<file path="src/rtl/conv33_pkg.sv">
// Shared constants for the conv33 window datapath.
// Window indices are row-major, top-left first.
package conv33_pkg;

    localparam int DATA_W_DEF = 8;
    localparam int KERNEL     = 3;

    localparam int W_TL = 0;
    localparam int W_TM = 1;
    localparam int W_TR = 2;
    localparam int W_ML = 3;
    localparam int W_MM = 4;
    localparam int W_MR = 5;
    localparam int W_BL = 6;
    localparam int W_BM = 7;
    localparam int W_BR = 8;

    function automatic int win_bits(input int dw);
        return KERNEL * KERNEL * dw;
    endfunction

endpackage

</file>
<file path="src/rtl/conv33_line_buffer.sv">
// One image line of storage: registered write,
// combinational read at the same address.
module conv33_line_buffer #(
    parameter int DATA_W = 8,
    parameter int DEPTH  = 28,
    parameter int AW     = 5
) (
    input  logic              clk,
    input  logic              we,
    input  logic [AW-1:0]     addr,
    input  logic [DATA_W-1:0] wdata,
    output logic [DATA_W-1:0] rdata
);

    logic [DATA_W-1:0] mem_q [DEPTH];

    // Contents persist across frames; no reset needed.
    always_ff @(posedge clk) begin
        if (we) begin
            mem_q[addr] <= wdata;
        end
    end

    assign rdata = mem_q[addr];

endmodule

</file>
<file path="src/rtl/conv33_window_buffer.sv">
// Raster pixel stream in, 3x3 sliding windows out.
// Two line buffers feed the right column of a shift array.
module conv33_window_buffer
    import conv33_pkg::*;
#(
    parameter int DATA_W = DATA_W_DEF,
    parameter int IMG_W  = 28,
    parameter int IMG_H  = 28
) (
    input  logic                          clk,
    input  logic                          rst,
    input  logic [DATA_W-1:0]             pix_in,
    input  logic                          valid_in,
    output logic                          ready_out,
    output logic [win_bits(DATA_W)-1:0]   win_out,
    output logic                          valid_out,
    input  logic                          ready_in,
    output logic                          done
);

    localparam int CW = $clog2(IMG_W);
    localparam int RW = $clog2(IMG_H);
    localparam int WW = win_bits(DATA_W);
    localparam logic [CW-1:0] COL_LAST = CW'(IMG_W - 1);
    localparam logic [RW-1:0] ROW_LAST = RW'(IMG_H - 1);
    localparam logic [CW-1:0] COL_MIN  = CW'(KERNEL - 1);
    localparam logic [RW-1:0] ROW_MIN  = RW'(KERNEL - 1);

    logic [CW-1:0]     col_q, col_d;
    logic [RW-1:0]     row_q, row_d;
    logic [WW-1:0]     shift_q, shift_d;
    logic [WW-1:0]     win_q, win_d;
    logic              valid_q, valid_d;
    logic              last_q, last_d;
    logic              done_q, done_d;
    logic [DATA_W-1:0] l0_rd, l1_rd;
    logic              accept, complete, at_end;

    assign ready_out = !valid_q || ready_in;
    assign accept    = valid_in && ready_out;
    assign complete  = (row_q >= ROW_MIN) && (col_q >= COL_MIN);
    assign at_end    = (row_q == ROW_LAST) && (col_q == COL_LAST);

    assign win_out   = win_q;
    assign valid_out = valid_q;
    assign done      = done_q;

    // line0 holds row r-1; line1 holds row r-2.
    conv33_line_buffer #(
        .DATA_W (DATA_W),
        .DEPTH  (IMG_W),
        .AW     (CW)
    ) u_line0 (
        .clk   (clk),
        .we    (accept),
        .addr  (col_q),
        .wdata (pix_in),
        .rdata (l0_rd)
    );

    conv33_line_buffer #(
        .DATA_W (DATA_W),
        .DEPTH  (IMG_W),
        .AW     (CW)
    ) u_line1 (
        .clk   (clk),
        .we    (accept),
        .addr  (col_q),
        .wdata (l0_rd),
        .rdata (l1_rd)
    );

    // Raster position of the next pixel to be accepted.
    always_comb begin
        col_d = col_q;
        row_d = row_q;
        if (accept) begin
            if (col_q == COL_LAST) begin
                col_d = '0;
                row_d = (row_q == ROW_LAST) ? '0 : row_q + 1'b1;
            end else begin
                col_d = col_q + 1'b1;
            end
        end
    end

    // Shift columns left; new right column is r-2, r-1, r.
    always_comb begin
        shift_d = shift_q;
        if (accept) begin
            for (int r = 0; r < KERNEL; r++) begin
                shift_d[(r*3+0)*DATA_W +: DATA_W] =
                    shift_q[(r*3+1)*DATA_W +: DATA_W];
                shift_d[(r*3+1)*DATA_W +: DATA_W] =
                    shift_q[(r*3+2)*DATA_W +: DATA_W];
            end
            shift_d[W_TR*DATA_W +: DATA_W] = l1_rd;
            shift_d[W_MR*DATA_W +: DATA_W] = l0_rd;
            shift_d[W_BR*DATA_W +: DATA_W] = pix_in;
        end
    end

    // Output register: load on a complete window, clear on drain.
    always_comb begin
        win_d   = win_q;
        valid_d = valid_q;
        last_d  = last_q;
        done_d  = valid_q && ready_in && last_q;
        if (valid_q && ready_in) begin
            valid_d = 1'b0;
        end
        if (accept && complete) begin
            win_d   = shift_d;
            valid_d = 1'b1;
            last_d  = at_end;
        end
    end

    // State registers.
    always_ff @(posedge clk or posedge rst) begin
        if (rst) begin
            col_q   <= '0;
            row_q   <= '0;
            shift_q <= '0;
            win_q   <= '0;
            valid_q <= 1'b0;
            last_q  <= 1'b0;
            done_q  <= 1'b0;
        end else begin
            col_q   <= col_d;
            row_q   <= row_d;
            shift_q <= shift_d;
            win_q   <= win_d;
            valid_q <= valid_d;
            last_q  <= last_d;
            done_q  <= done_d;
        end
    end

endmodule

</file>
<file path="config.mk">
export PLATFORM = sky130hd
export DESIGN_NAME = conv33_window_buffer
export DESIGN_NICKNAME = d
export VERILOG_FILES = /design/src/rtl/conv33_pkg.sv /design/src/rtl/conv33_line_buffer.sv /design/src/rtl/conv33_window_buffer.sv
export SDC_FILE = /design/constraint.sdc
export NUM_CORES = 1
export LEC_CHECK = 0
export BUFFER_PORTS_ARGS = -buffer_cell sky130_fd_sc_hd__buf_4
export CAP_MARGIN = 40
export CORE_MARGIN = 3
export CORE_UTILIZATION = 35
export CTS_CLUSTER_SIZE = 24
export DETAILED_ROUTE_END_ITERATION = 6
export GPL_ROUTABILITY_DRIVEN = 0
export PLACE_DENSITY = 0.61
export SLEW_MARGIN = 20
export SYNTH_ARGS = -nofsm -noshare
export SYNTH_HDL_FRONTEND = slang
export SYNTH_SLANG_ARGS = --single-unit
</file>
<file path="constraint.sdc">
create_clock -name clk -period 5.19 [get_ports clk]
set_input_delay 0.2595 -clock clk [delete_from_list [all_inputs] [get_ports clk]]
set_output_delay 0.2595 -clock clk [all_outputs]
set_load 0.1 [all_outputs]
</file>
==> summary.log, run 1 <==
qor: layout.finalNetCount 1482
qor: sta.final_setup_viols 0
qor: critical_path.critical_path.max_stage_delay 0.80 ns
qor: layout.fillerInstances 5699
qor: layout.instances_no_fill 2356
qor: sta.period_minus_slack 3.519 ns
qor: critical_path.worst_endpoint_data_arrival_time 4.02 ns
qor: cts.ctsResizeCount 0
qor: grt.grt_first_pass_wirelength 78560 µm
qor: logic_synthesis.synth_adder_area_share 0.003313
qor: critical_path.path_type_of_the_worst_setup_path register to register
qor: routing.detail_route.drc_violations 0
qor: layout.area_taken_by_multi_input_logic_gates 5463 µm²
qor: floorplan.fp.dieArea 67840 µm²
qor: logic_synthesis.netlist_instances 1333
qor: sta.setup_skew 0.02150 ns
qor: routing.drtIter0Drc 1112
qor: sta.setup-tns-final 0 ns
qor: sta.rsz_0062_raised_after_global_routing no
qor: sta.slew_violations 0
qor: critical_path.critical-path-top-delay-family simple AND/OR/NAND/NOR gates
qor: logic_synthesis.synth_compound_area_frac 0.03666
qor: logic_synthesis.post_synthesis_cell_type_count 53
qor: critical_path.most_frequent_cell_on_the_critical_path sky130_fd_sc_hd__buf_4
qor: routing.num_vias 12060
qor: logic_synthesis.simple_logic_cell_fraction_of_the_synthesized_area 0.05576
qor: critical_path.endpoint_kind register
qor: logic_synthesis.synth_fp_nets 1351
qor: critical_path.worst_path_slowest_cell sky130_fd_sc_hd__nor4_1
qor: logic_synthesis.post_synth_xor_xnor_area 0.0003865
qor: sta.timing_hold_violations_final 0
qor: worst_hold_path.hold_path_depth 3
qor: floorplan.floorplan.io_pins 87
qor: logic_synthesis.synth_edf_count 448
qor: grt.initial_antenna_violation_count 0
qor: critical_path.startpoint_type register
qor: place.dpl.cell_count 2248
qor: logic_synthesis.yosys_warnings 0
qor: floorplan.core_area 63540 µm²
qor: pwr.power.leakage 9.896 nW
qor: grt.overflow 0
qor: pwr.power.density_cell_area 651.9 nW/µm²
qor: grt.grt_use_total 0.1545
qor: worst_hold_path.hold_class input pin to register
qor: logic_synthesis.main_combinational_cell_family_by_area_after_synthesis multiplexers
qor: logic_synthesis.dominantRegCellSynth sky130_fd_sc_hd__edfxtp_1
qor: floorplan.floorplan.die.width 260.5 µm
qor: pwr.ir_drop 0.0006634 V
qor: floorplan.die-height 260.5 µm
qor: logic_synthesis.synth_async_sr_flop_share 0.2289
qor: critical_path.critical_path_peak_fanout 31
qor: place.portBuffers 86
qor: cts.clockRootBuffer sky130_fd_sc_hd__clkbuf_16
qor: cts.clk_pin_slew 0.07 ns
qor: logic_synthesis.synth.yosys.seq_area_share 0.7405
qor: place.hpwl_after_detailed_placement 33030 µm
qor: layout.layout-drive-gt1-share 0.2298
qor: cts.max-clock-path-buffers 3
qor: critical_path.crit_chain buf_4 > buf_4 > mux2i_1 > o22ai_1 > nor4_1 > nand3_1 > o22a_1
qor: routing.drt-wirelength-per-cell 22.28 µm
qor: layout.insertedDiodeCount 0
qor: routing.post_drt_via_cell_ratio 5.117
qor: cts.clock_tree_from_tritoncts yes
qor: critical_path.cp.buffers_inverters 2
qor: logic_synthesis.post_synth_design_cell_area 22660 µm²
qor: routing.iteration_count_of_the_initial_detailed_routing_pass 5
qor: sta.worst-slew-pin-transition 0.8793 ns
qor: critical_path.required 5.69 ns
qor: floorplan.floorplan.rows 92
qor: logic_synthesis.yosys-mux-area-fraction 0.1437
qor: layout.area_growth_syn_to_layout 17.09%
qor: floorplan.initial_core_util 0.3567
qor: logic_synthesis.synth_area_per_cell 17.00 µm²
qor: grt.grt_start_max_net_pins 86
qor: cts.cts_htree_levels 2
qor: routing.drtAntennaViolNets 0
qor: place.place_worst_setup_slack 1.759 ns
qor: sta.timing.final.ws_setup 1.671 ns
qor: critical_path.worstSetupPathDepth 7
qor: sta.final_min_period_over_clock_period 0.6780
qor: cts.worstSkewPairLatency 0.61 ns
qor: sta.maximum_operating_frequency 284.2 MHz
qor: sta.max_slew_margin 0.4084
qor: cts.cts.sinks 581
qor: outcome.run_status complete, no violations
qor: critical_path.r2r.worst_path.cells 7
qor: routing.postRouteWirelength 52500 µm
qor: layout.sequential_cell_area 16790 µm²
qor: logic_synthesis.synth-seq-cells 581
qor: job.max_cap_violations 0
qor: cts.cts_buffers 56
qor: grt.grt_pass1_vias 12260
[registers in the layout, summed over array words and instances, names as in the netlist]
name and flops:
row_q 5, col_q 5, u_line1.mem_q 224, u_line0.mem_q 224
win_out 72, valid_out 1, shift_q 48, done 1
last_q 1
[worst reg2reg max path, stage by stage, from the launching register on]
cell and delay, ns:
sky130_fd_sc_hd__dfrtp_4 0.58, sky130_fd_sc_hd__buf_4 0.52, sky130_fd_sc_hd__buf_4 0.53, sky130_fd_sc_hd__mux2i_1 0.25, sky130_fd_sc_hd__o22ai_1 0.17, sky130_fd_sc_hd__nor4_1 0.80, sky130_fd_sc_hd__nand3_1 0.30, sky130_fd_sc_hd__o22a_1 0.26
[where the power goes]
group	internal, mW	switching, mW	leakage, nW	total, mW
combinational	1.83	4.41	3.23	6.24
sequential	6.38	0.440	5.72	6.82
clock	2.51	1.72	0.942	4.24
[cell usage in the layout, fill, tap and decap left out, types with 4 or more instances in the layout]
cell type	count
sky130_fd_sc_hd__a211oi_1	8
sky130_fd_sc_hd__a21oi_1	11
sky130_fd_sc_hd__a22oi_1	16
sky130_fd_sc_hd__and3_1	7
sky130_fd_sc_hd__buf_4	131
sky130_fd_sc_hd__buf_6	6
sky130_fd_sc_hd__buf_8	6
sky130_fd_sc_hd__bufinv_16	9
sky130_fd_sc_hd__clkbuf_1	12
sky130_fd_sc_hd__clkbuf_16	57
sky130_fd_sc_hd__clkinv_1	7
sky130_fd_sc_hd__clkinv_2	9
sky130_fd_sc_hd__dfrtp_1	131
sky130_fd_sc_hd__edfxtp_1	448
sky130_fd_sc_hd__ha_1	6
sky130_fd_sc_hd__inv_1	5
sky130_fd_sc_hd__mux2_1	8
sky130_fd_sc_hd__mux2_2	40
sky130_fd_sc_hd__mux2_4	30
sky130_fd_sc_hd__mux2i_1	170
sky130_fd_sc_hd__mux4_2	25
sky130_fd_sc_hd__nand2_1	118
sky130_fd_sc_hd__nand3_1	29
sky130_fd_sc_hd__nand4_1	4
sky130_fd_sc_hd__nand4bb_1	5
sky130_fd_sc_hd__nor2_1	47
sky130_fd_sc_hd__nor2b_1	4
sky130_fd_sc_hd__nor3_1	9
sky130_fd_sc_hd__nor4_1	9
sky130_fd_sc_hd__o21a_1	8
sky130_fd_sc_hd__o21ai_0	9
sky130_fd_sc_hd__o22a_1	6
sky130_fd_sc_hd__o22ai_1	61
sky130_fd_sc_hd__or4b_2	4
[per-layer routing]
layer / share of wire / GRT usage / vias to the layer above / wire length, µm
met4: 0.024 / 0.04583 / 0 / 1280
met2: 0.47 / 0.2491 / 362 / 24880
li1: - / - / 5381 / -
met1: 0.44 / 0.2139 / 6230 / 23080
met5: 0 / 0 / - / 0
met3: 0.062 / 0.02872 / 82 / 3256
[cells by family after synthesis]
logic type                 after synthesis
xor gates and xnor gates                 1
and+or+nand+nor                        264
DFF                                    581
adders and majority gates                6
muxes                                  273
buffers and inverters                   83
AOI/OAI and AO/OA                      125
[final cells by class]
cell class              instances  share of cell area
flip-flops and latches        581              0.6326
multi-input cells             669              0.2059
clock buffers                  72             0.05701
repair buffers                150             0.04791
well taps                     846             0.03989
clock inverters                32             0.01570
inverters                       6            0.001037
[cell usage after synthesis (7+ instances only)]
library cell	instances	area [µm²]
sky130_fd_sc_hd__edfxtp_1	448	13450
sky130_fd_sc_hd__mux2i_1	170	1702
sky130_fd_sc_hd__dfrtp_1	133	3328
sky130_fd_sc_hd__nand2_1	119	446.7
sky130_fd_sc_hd__o22ai_1	61	381.6
sky130_fd_sc_hd__nor2_1	48	180.2
sky130_fd_sc_hd__mux2_2	40	450.4
sky130_fd_sc_hd__buf_2	34	170.2
sky130_fd_sc_hd__mux2_4	30	450.4
sky130_fd_sc_hd__nand3_1	29	145.1
sky130_fd_sc_hd__clkbuf_1	27	101.4
sky130_fd_sc_hd__mux4_2	25	563.0
sky130_fd_sc_hd__a22oi_1	16	120.1
sky130_fd_sc_hd__a21oi_1	11	55.05
sky130_fd_sc_hd__nor3_1	11	55.05
sky130_fd_sc_hd__nor4_1	9	56.30
sky130_fd_sc_hd__o21ai_0	9	45.04
sky130_fd_sc_hd__a211oi_1	8	60.06
sky130_fd_sc_hd__mux2_1	8	90.09
sky130_fd_sc_hd__o21a_1	8	60.06
sky130_fd_sc_hd__and3_1	7	43.79
[through the flow]
stage / hold slack [ns] / power [mW] / instance area, µm² / util
after global routing: 0.07049 / 18.01 / 26540 / 0.4176
after detailed placement: 0.4601 / 13.17 / 24550 / 0.3864
after global placement: 0.4573 / 12.96 / 24330 / 0.3829
after floorplan: 0.3584 / 11.25 / 22660 / -
after CTS: 0.03674 / 17.42 / 26500 / 0.4171
final: 0.05367 / 17.30 / 26540 / 0.4176
[worst paths after layout]
kind                            slack [ns]   startpoint           to
worst max-delay path                  1.67     col_q[1]  win_out[21]
worst min-delay path                  0.05    pix_in[2]  shift_q[66]
worst max register to register        1.67     col_q[1]  win_out[21]
worst min register to register        0.47  shift_q[10]  shift_q[10]
max in group asynchronous             4.07          rst  win_out[69]
min in group asynchronous             0.18          rst   win_out[4]
[repair_timing]
action                                 in CTS  in global routing
setup endpoints to repair                   0                  0
hold buffers                                2                  0
endpoints found under the hold margin      85                  0
setup buffers                               0                  0
(Power assumes the default switching activity.)
==> run 2: changes to the inputs <==
==> constraint.sdc (replaced) <==
create_clock -name clk -period 3.6 [get_ports clk]
set_input_delay 0.18 -clock clk [delete_from_list [all_inputs] [get_ports clk]]
set_output_delay 0.18 -clock clk [all_outputs]
set_load 0.1 [all_outputs]
==> summary.log, run 2 (synthesis gave the netlist of run 1 again) <==
qor: outcome.run_status finished with violations
qor: outcome.violations_in_the_final_reports design-rule violations
qor: layout.area_growth_syn_to_layout 16.63%
qor: layout.insertedDiodeCount 0
qor: sta.slew_violations 0
qor: critical_path.worst_endpoint_data_arrival_time 3.58 ns
qor: layout.fillerInstances 5729
qor: floorplan.fp.dieArea 67840 µm²
qor: critical_path.path_type_of_the_worst_setup_path register to register
qor: routing.drt-wirelength-per-cell 22.41 µm
qor: layout.layout.cells.most_common_list 448 x sky130_fd_sc_hd__edfxtp_1, 170 x sky130_fd_sc_hd__mux2i_1, 149 x sky130_fd_sc_hd__buf_4
qor: floorplan.floorplan.rows 92
qor: cts.clock_tree_from_tritoncts yes
qor: sta.maximum_operating_frequency 324.1 MHz
qor: sta.rsz_0062_raised_after_global_routing no
qor: critical_path.startpoint_type register
qor: cts.cts.sinks 581
qor: cts.post_cts_setup_buffer_count 0
qor: place.portBuffers 86
qor: grt.grt_pass1_vias 12520
qor: worst_hold_path.holdCritStartpoint pix_in[3]
qor: critical_path.r2r.worst_path.cells 7
qor: grt.grt_use_total 0.1569
qor: sta.setup_skew 0.03206 ns
qor: floorplan.core_area 63540 µm²
qor: cts.max-clock-path-buffers 3
qor: critical_path.critical_path_peak_fanout 48
qor: sta.worst-slew-pin-transition 0.8669 ns
qor: grt.grt_first_pass_wirelength 80560 µm
qor: layout.postLayoutCoreUtil 0.4160
qor: routing.postRouteWirelength 53090 µm
qor: critical_path.worst_setup_path_startpoint col_q[1]
qor: layout.layout-drive-gt1-share 0.2292
qor: cts.clk_pin_slew 0.06 ns
qor: sta.max_slew_margin 0.4221
qor: routing.num_vias 12170
qor: layout.final_common_cell sky130_fd_sc_hd__edfxtp_1
qor: routing.iteration_count_of_the_initial_detailed_routing_pass 7
qor: worst_hold_path.hold_class input pin to register
qor: layout.instances_no_fill 2369
qor: cts.worstSkewPairLatency 0.61 ns
qor: sta.final_setup_viols 0
qor: cts.cts_buffers 57
qor: worst_hold_path.hold_path_depth 3
qor: pwr.power.leakage 9.864 nW
qor: cts.clockRootBuffer sky130_fd_sc_hd__clkbuf_16
qor: grt.grt_start_max_net_pins 76
qor: routing.detail_route.drc_violations 1
qor: cts.hold_buffers 8
qor: layout.finalNetCount 1494
qor: grt.overflow 0
qor: place.dpl.cell_count 2255
qor: pwr.post-layout-total-power 24.70 mW
qor: critical_path.required 4.10 ns
qor: critical_path.endpoint_kind register
qor: routing.drtAntennaViolNets 0
qor: place.hpwl_after_detailed_placement 33160 µm
qor: grt.initial_antenna_violation_count 0
qor: pwr.ir_drop 0.0008711 V
qor: floorplan.floorplan.io_pins 87
qor: sta.timing_hold_violations_final 0
qor: pwr.power.density_cell_area 934.4 nW/µm²
qor: job.max_cap_violations 0
qor: floorplan.die-height 260.5 µm
qor: critical_path.worstReg2RegStart col_q[1]
qor: routing.post_drt_via_cell_ratio 5.138
qor: sta.period_minus_slack 3.085 ns
qor: cts.cts_htree_levels 2
qor: cts.ctsResizeCount 0
qor: sta.final_min_period_over_clock_period 0.8571
qor: floorplan.initial_core_util 0.3567
qor: floorplan.floorplan.die.width 260.5 µm
qor: routing.drtIter0Drc 1063
[run 2: area by class of cell]
| class | instances | area [µm²] | share of cell area |
|---|---|---|---|
| flip-flops and latches | 581 | 16790 | 0.6351 |
| multi-input cells | 669 | 5450 | 0.2062 |
| clock buffers | 73 | 1551 | 0.05870 |
| repair buffers | 161 | 1270 | 0.04805 |
| well taps | 846 | 1059 | 0.04005 |
| clock inverters | 33 | 289.0 | 0.01093 |
| inverters | 6 | 26.28 | 0.0009941 |
[run 2: report_power, final]
part	switching, mW	internal (mW)
Combinational	6.52	2.58
Sequential	0.548	9.21
Clock	2.46	3.39
[run 2: layer usage]
metal | share of wire | up-vias | track usage | wire (µm)
met4 | 0.024 | 0 | 0.04460 | 1271
met5 | 0 | - | 0 | 0
met3 | 0.054 | 90 | 0.02737 | 2892
met1 | 0.44 | 6322 | 0.2193 | 23480
met2 | 0.48 | 350 | 0.2529 | 25450
li1 | - | 5410 | - | -
[run 2: path summary, 6_finish.rpt]
| check | slack, ns | end |
|---|---|---|
| worst max-delay path | 0.51 | win_out[21] |
| worst min-delay path | 0.02 | shift_q[67] |
| worst max register to register | 0.51 | win_out[21] |
| worst min register to register | 0.47 | shift_q[9] |
| max in group asynchronous | 2.35 | win_out[57] |
| min in group asynchronous | 0.19 | win_out[33] |
[run 2: worst max-delay path, stage by stage, from the launching register on]
cell,delay [ns]
sky130_fd_sc_hd__dfrtp_4,0.45
sky130_fd_sc_hd__buf_4,0.66
sky130_fd_sc_hd__mux2i_1,0.31
sky130_fd_sc_hd__o22ai_1,0.18
sky130_fd_sc_hd__nor4_1,0.71
sky130_fd_sc_hd__buf_4,0.22
sky130_fd_sc_hd__nand3_1,0.15
sky130_fd_sc_hd__o22a_1,0.22
[run 2: metrics by stage]
| step | setup slack [ns] | setup TNS [ns] | cell area [µm²] | hold slack [ns] |
|---|---|---|---|---|
| floorplan | -0.05153 | -1.649 | 22670 | 0.2789 |
| global placement | 0.6663 | 0 | 24490 | 0.2594 |
| detailed placement | 0.6020 | 0 | 24510 | 0.2679 |
| CTS | 0.5711 | 0 | 26430 | 0.002462 |
| global route | 0.4398 | 0 | 26430 | 0.02281 |
| finish | 0.5146 | 0 | 26430 | 0.02385 |
